**config.mk**
```make
export PLATFORM = sky130hd
export DESIGN_NAME = pkt_ingress
export DESIGN_NICKNAME = d
export VERILOG_FILES = /design/src/rtl/pkt_ingress_pkg.sv /design/src/rtl/pkt_ingress_fifo.sv /design/src/rtl/pkt_ingress.sv
export SDC_FILE = /design/constraint.sdc
export NUM_CORES = 1
export LEC_CHECK = 0
export CAP_MARGIN = 20
export CORE_MARGIN = 5
export CORE_UTILIZATION = 45
export CTS_BUF_LIST = sky130_fd_sc_hd__clkbuf_8
export DETAILED_ROUTE_END_ITERATION = 8
export RECOVER_POWER = 100
export SKIP_LAST_GASP = 1
export SLEW_MARGIN = 40
export SYNTH_ARGS = -nofsm -noshare
export SYNTH_HDL_FRONTEND = slang
export SYNTH_SLANG_ARGS = --single-unit
```
**constraint.sdc**
```tcl
create_clock -name clk -period 8.2 [get_ports clk]
set_input_delay 1.23 -clock clk [delete_from_list [all_inputs] [get_ports clk]]
set_output_delay 1.23 -clock clk [all_outputs]
set_load 0.02 [all_outputs]
```
**src/rtl/pkt_ingress_pkg.sv**
```systemverilog
// Shared defaults, FIFO entry layout and framing FSM states for pkt_ingress.
package pkt_ingress_pkg;
   localparam int DATA_W_DEF = 8;
   localparam int DEPTH_DEF  = 16;

   typedef enum logic {ST_IDLE, ST_IN_PKT} state_t;

   // Reference layout at the default width; the top re-declares it at DATA_W.
   typedef struct packed {
      logic                  sop;
      logic                  eop;
      logic [DATA_W_DEF-1:0] data;
   } entry_t;
endpackage

```
**src/rtl/pkt_ingress_fifo.sv**
```systemverilog
// Synchronous first-word-fall-through FIFO; rdata shows the head entry, zero when empty.
module pkt_ingress_fifo #(
   parameter int W     = 10,
   parameter int DEPTH = 16,
   localparam int AW   = $clog2(DEPTH)
) (
   input  logic         clk,
   input  logic         reset,
   input  logic         push,
   input  logic [W-1:0] wdata,
   input  logic         pop,
   output logic [W-1:0] rdata,
   output logic         full,
   output logic         empty,
   output logic [AW:0]  level
);
   logic [W-1:0]  mem [DEPTH];
   logic [AW-1:0] wptr, rptr;
   logic [AW:0]   cnt;
   logic          do_push, do_pop;

   assign full    = (cnt == (AW+1)'(DEPTH));
   assign empty   = (cnt == '0);
   assign level   = cnt;
   assign do_push = push && !full;
   assign do_pop  = pop && !empty;
   assign rdata   = empty ? '0 : mem[rptr];

   // Pointers wrap naturally because DEPTH is a power of two.
   always_ff @(posedge clk or posedge reset) begin
      if (reset) begin
         wptr <= '0;
         rptr <= '0;
         cnt  <= '0;
      end else begin
         if (do_push) wptr <= wptr + 1'b1;
         if (do_pop)  rptr <= rptr + 1'b1;
         case ({do_push, do_pop})
            2'b10:   cnt <= cnt + 1'b1;
            2'b01:   cnt <= cnt - 1'b1;
            default: cnt <= cnt;
         endcase
      end
   end

   always_ff @(posedge clk) begin
      if (do_push) mem[wptr] <= wdata;
   end
endmodule

```
**src/rtl/pkt_ingress.sv**
```systemverilog
// Packet ingress: framing check on accepted beats, FWFT buffering toward dut_top.
// Statistics counters are built only when PKT_INGRESS_STATS_EN is defined.
module pkt_ingress
   import pkt_ingress_pkg::*;
#(
   parameter int DATA_W = DATA_W_DEF,
   parameter int DEPTH  = DEPTH_DEF
) (
   input  logic                     clk,
   input  logic                     reset,
   input  logic                     in_valid,
   input  logic [DATA_W-1:0]        in_data,
   input  logic                     in_sop,
   input  logic                     in_eop,
   output logic                     in_ready,
   output logic                     out_valid,
   output logic [DATA_W-1:0]        out_data,
   output logic                     out_sop,
   output logic                     out_eop,
   input  logic                     out_ready,
   output logic [$clog2(DEPTH):0]   level,
   output logic [15:0]              pkt_cnt,
   output logic [7:0]               err_cnt
);
   typedef struct packed {
      logic              sop;
      logic              eop;
      logic [DATA_W-1:0] data;
   } beat_t;

   beat_t  wr_ent, rd_ent;
   state_t state;
   logic   rdy_q, full, empty, accept, store, push, pop;

   // rdy_q keeps in_ready low during reset and releases it on the first edge after.
   assign in_ready  = rdy_q && !full;
   assign accept    = in_valid && in_ready;
   assign store     = in_sop || (state == ST_IN_PKT);
   assign push      = accept && store;
   assign out_valid = !empty;
   assign pop       = out_valid && out_ready;
   assign wr_ent    = '{sop: in_sop, eop: in_eop, data: in_data};
   assign out_sop   = rd_ent.sop;
   assign out_eop   = rd_ent.eop;
   assign out_data  = rd_ent.data;

   always_ff @(posedge clk or posedge reset) begin
      if (reset) begin
         rdy_q <= 1'b0;
         state <= ST_IDLE;
      end else begin
         rdy_q <= 1'b1;
         if (push) state <= in_eop ? ST_IDLE : ST_IN_PKT;
      end
   end

   pkt_ingress_fifo #(.W(DATA_W + 2), .DEPTH(DEPTH)) u_fifo (
      .clk   (clk),
      .reset (reset),
      .push  (push),
      .wdata (wr_ent),
      .pop   (pop),
      .rdata (rd_ent),
      .full  (full),
      .empty (empty),
      .level (level)
   );

`ifdef PKT_INGRESS_STATS_EN
   logic bad_framing;
   // A missing sop in IDLE or a stray sop inside a packet is a framing error.
   assign bad_framing = accept && ((state == ST_IDLE) ? !in_sop : in_sop);

   always_ff @(posedge clk or posedge reset) begin
      if (reset) begin
         pkt_cnt <= '0;
         err_cnt <= '0;
      end else begin
         if (pop && out_eop && pkt_cnt != 16'hFFFF) pkt_cnt <= pkt_cnt + 1'b1;
         if (bad_framing && err_cnt != 8'hFF)       err_cnt <= err_cnt + 1'b1;
      end
   end
`else
   assign pkt_cnt = '0;
   assign err_cnt = '0;
`endif
endmodule

```
==> results.json <==
{
  "status": "finished with violations",
  "violations": "capacitance limit, slew limit",
  "vias_per_cell": 5.36,
  "crit_family": "buffers and inverters",
  "htree_num_levels": 4,
  "cts_buffers": 17,
  "powerDensity_mw_per_mm2": 315,
  "clockBufferDepth": 2,
  "synth_edf_count": 160,
  "postCtsSetupBuffers": 0,
  "fin_nets": 459,
  "fin_ws_ns": 2.24,
  "core_mm2": 0.0160,
  "stdcell_area_mm2": 0.00818,
  "synth.area.top_cells": "edfxtp_1 (65%), mux4_2 (7.3%), mux4_1 (5.7%), dfrtp_1 (5.1%), buf_4 (2.6%)",
  "die_w_um": 138,
  "place_congestion": 0.779,
  "synthTopCellsByCount": "edfxtp_1 (160), buf_4 (26), mux4_2 (24)",
  "setup_viol": 0,
  "die_height_um": 138,
  "hold_buffers": 0,
  "die_area_mm2": 0.0191,
  "end_kind": "output port",
  "leakage_nw": 2.72,
  "crit_required_ns": 6.97,
  "grt_usage_pct": 15.9,
  "cp_num_buf_inv": 2,
  "final_antenna_net_count": 0,
  "first_pass_iters": 4,
  "drt-initial-drc-count": 289,
  "fmax_ghz": 0.168,
  "ir_worst_vdd_mv": 0.148,
  "finalCoreUtilization_pct": 51.1,
  "netlist.area_leader.share_pct": 65.1,
  "grt_max_degree": 34,
  "fin_worst_skew_ns": 0.0131,
  "synth_seq_area_share_pct": 70.2,
  "synthCells": 394,
  "fin_crit_sh_pct": 72.7,
  "hold_viol": 0,
  "grt.overflow.total": 0,
  "num_vias": 3564,
  "cp_max_fo": 28,
  "rows": 46,
  "setup_tns_ns": 0,
  "drive_above_1_share_pct": 15.6,
  "drc": 0,
  "grt_pass1_wl_um": 22500,
  "initial_core_util_pct": 46.1,
  "cts_tree": "yes",
  "wire_per_inst_um": 21.9,
  "ys.flop_type": "edfxtp_1",
  "ios": 55,
  "synthDistinctLibCells": 45,
  "cts.clk_slew.worst_paths_ns": 0.09,
  "synth_top_cell_by_area": "edfxtp_1",
  "dp_hpwl_um": 9540,
  "syn_avg_cell_area_um2": 18.7,
  "critPathKind": "flip-flop to output port",
  "max_stage_delay_ns": 1.65,
  "ctsResizeCount": 0,
  "grt_pass1_vias": 3627,
  "cts-root-buf": "clkbuf_8",
  "syn_area_mm2": 0.00738,
  "synth_warnings": 0,
  "io_buffer_count": 30,
  "start_kind": "flip-flop",
  "slew_headroom_pct": -48.6,
  "cp.arrival_ns": 4.73,
  "wl_um": 14600,
  "synthToLayoutAreaGrowth_pct": 10.9,
  "clock_latency_ns": 0.46,
  "path_cells": "clkbuf_1 > mux4_1 > mux2_2 > o21ai_1 > a21oi_1 > dlygate4sd3_1",
  "worst_pin_slew_ns": 2.23,
  "maxCapViolations": 1,
  "min_period_ns": 5.96,
  "cts.sink_count": 175,
  "hold_slack_ns": 0.555,
  "grt_antenna_before_repair": 0,
  "slew_viol_final": 29,
  "synth_most_common_cell": "edfxtp_1",
  "rsz0062_at_grt": "no",
  "diodes": 0,
  "synthArstFlopShare_pct": 8.57,
  "place_ws_ns": 3.49,
  "cp_slowest_cell": "clkbuf_1",
  "synth_seq_cells": 175,
  "placed_cell_area_mm2": 0.00787,
  "hold_class": "flip-flop to flip-flop"
}
[layer usage]
| metal | vias up | part of all wire (%) | GRT usage, % | routed length [µm] |
|---|---|---|---|---|
| li1 | 1601 | - | - | - |
| met1 | 1839 | 44 | 21.8 | 6470 |
| met2 | 108 | 48 | 25.1 | 6960 |
| met3 | 16 | 5.8 | 3.72 | 839 |
| met4 | 0 | 1.9 | 6.03 | 275 |
| met5 | - | 0 | 0 | 0 |
[cells by family after synthesis]
group	share of synthesized area [%]
flops	70.2
mux	16.2
buf+inv	4.54
simple gates	3.29
compound gates	2.97
xor+xnor	1.19
fa+ha+maj	1.53
other cells	0.102
[worst reg2reg max path: stages, from the launching register on]
cell,delay (ns)
dfrtp_1,0.48
nor4_1,0.47
nand2b_1,0.52
nand2_1,0.32
inv_1,0.09
ha_1,0.34
ha_1,0.42
o211ai_1,0.12
nor4bb_1,0.17
a2111o_1,0.38
or3_1,0.31
[cell usage in the layout, fill, tap and decap left out, types with 4 or more instances in the layout]
| master | count |
|---|---|
| nand2_1 | 9 |
| a21oi_1 | 13 |
| ha_1 | 9 |
| clkinvlp_4 | 4 |
| conb_1 | 25 |
| o21ai_0 | 5 |
| clkbuf_8 | 17 |
| inv_1 | 8 |
| clkdlybuf4s50_1 | 4 |
| xnor2_1 | 7 |
| nor2_1 | 18 |
| mux2i_1 | 10 |
| dfrtp_1 | 12 |
| dlygate4sd3_1 | 26 |
| nand2b_1 | 6 |
| mux4_1 | 16 |
| o21ai_1 | 8 |
| edfxtp_1 | 160 |
| mux4_2 | 24 |
| clkbuf_1 | 15 |
| mux2_2 | 12 |
[state kept, by name (all words and copies together) (netlist names)]
register	flops
u_fifo.level	5
state	1
u_fifo.wptr	4
rdy_q	1
u_fifo.rptr	4
u_fifo.mem	160
[cell type report]
| type | instances | area (µm²) |
|---|---|---|
| Tap cell | 216 | 270 |
| Timing Repair Buffer | 46 | 364 |
| Sequential cell | 175 | 5190 |
| Fill cell | 1345 | 7820 |
| Clock inverter | 15 | 154 |
| Inverter | 6 | 22.5 |
| Clock buffer | 17 | 234 |
| Multi-Input combinational cell | 190 | 1950 |
[worst paths after layout]
check / from / to / slack, ns / depth (start not counted)
worst min register to register: u_fifo.wptr[2]$_DFFE_PP0P_ / u_fifo.wptr[2]$_DFFE_PP0P_ / 0.56 / 1
max in group asynchronous: reset / u_fifo.rptr[1]$_DFFE_PP0P_ / 6.50 / 2
worst max-delay path: u_fifo.rptr[0]$_DFFE_PP0P_ / out_data[5] / 2.24 / 6
min in group asynchronous: reset / u_fifo.level[4]$_DFFE_PP0P_ / 1.26 / 2
worst max register to register: u_fifo.level[1]$_DFFE_PP0P_ / u_fifo.level[4]$_DFFE_PP0P_ / 4.48 / 10
worst min-delay path: u_fifo.wptr[2]$_DFFE_PP0P_ / u_fifo.wptr[2]$_DFFE_PP0P_ / 0.56 / 1
[where the power goes]
group	total (mW)	switching [mW]	internal, mW
Combinational	0.817	0.397	0.420
Sequential	1.18	0.137	1.04
Clock	0.588	0.295	0.293
[stage by stage]
step	instances	power [mW]
floorplan	417	1.78
global placement	633	2.05
detailed placement	633	2.06
CTS	665	2.64
global route	665	2.72
finish	665	2.58
Power figures use the tool's default switching activity.
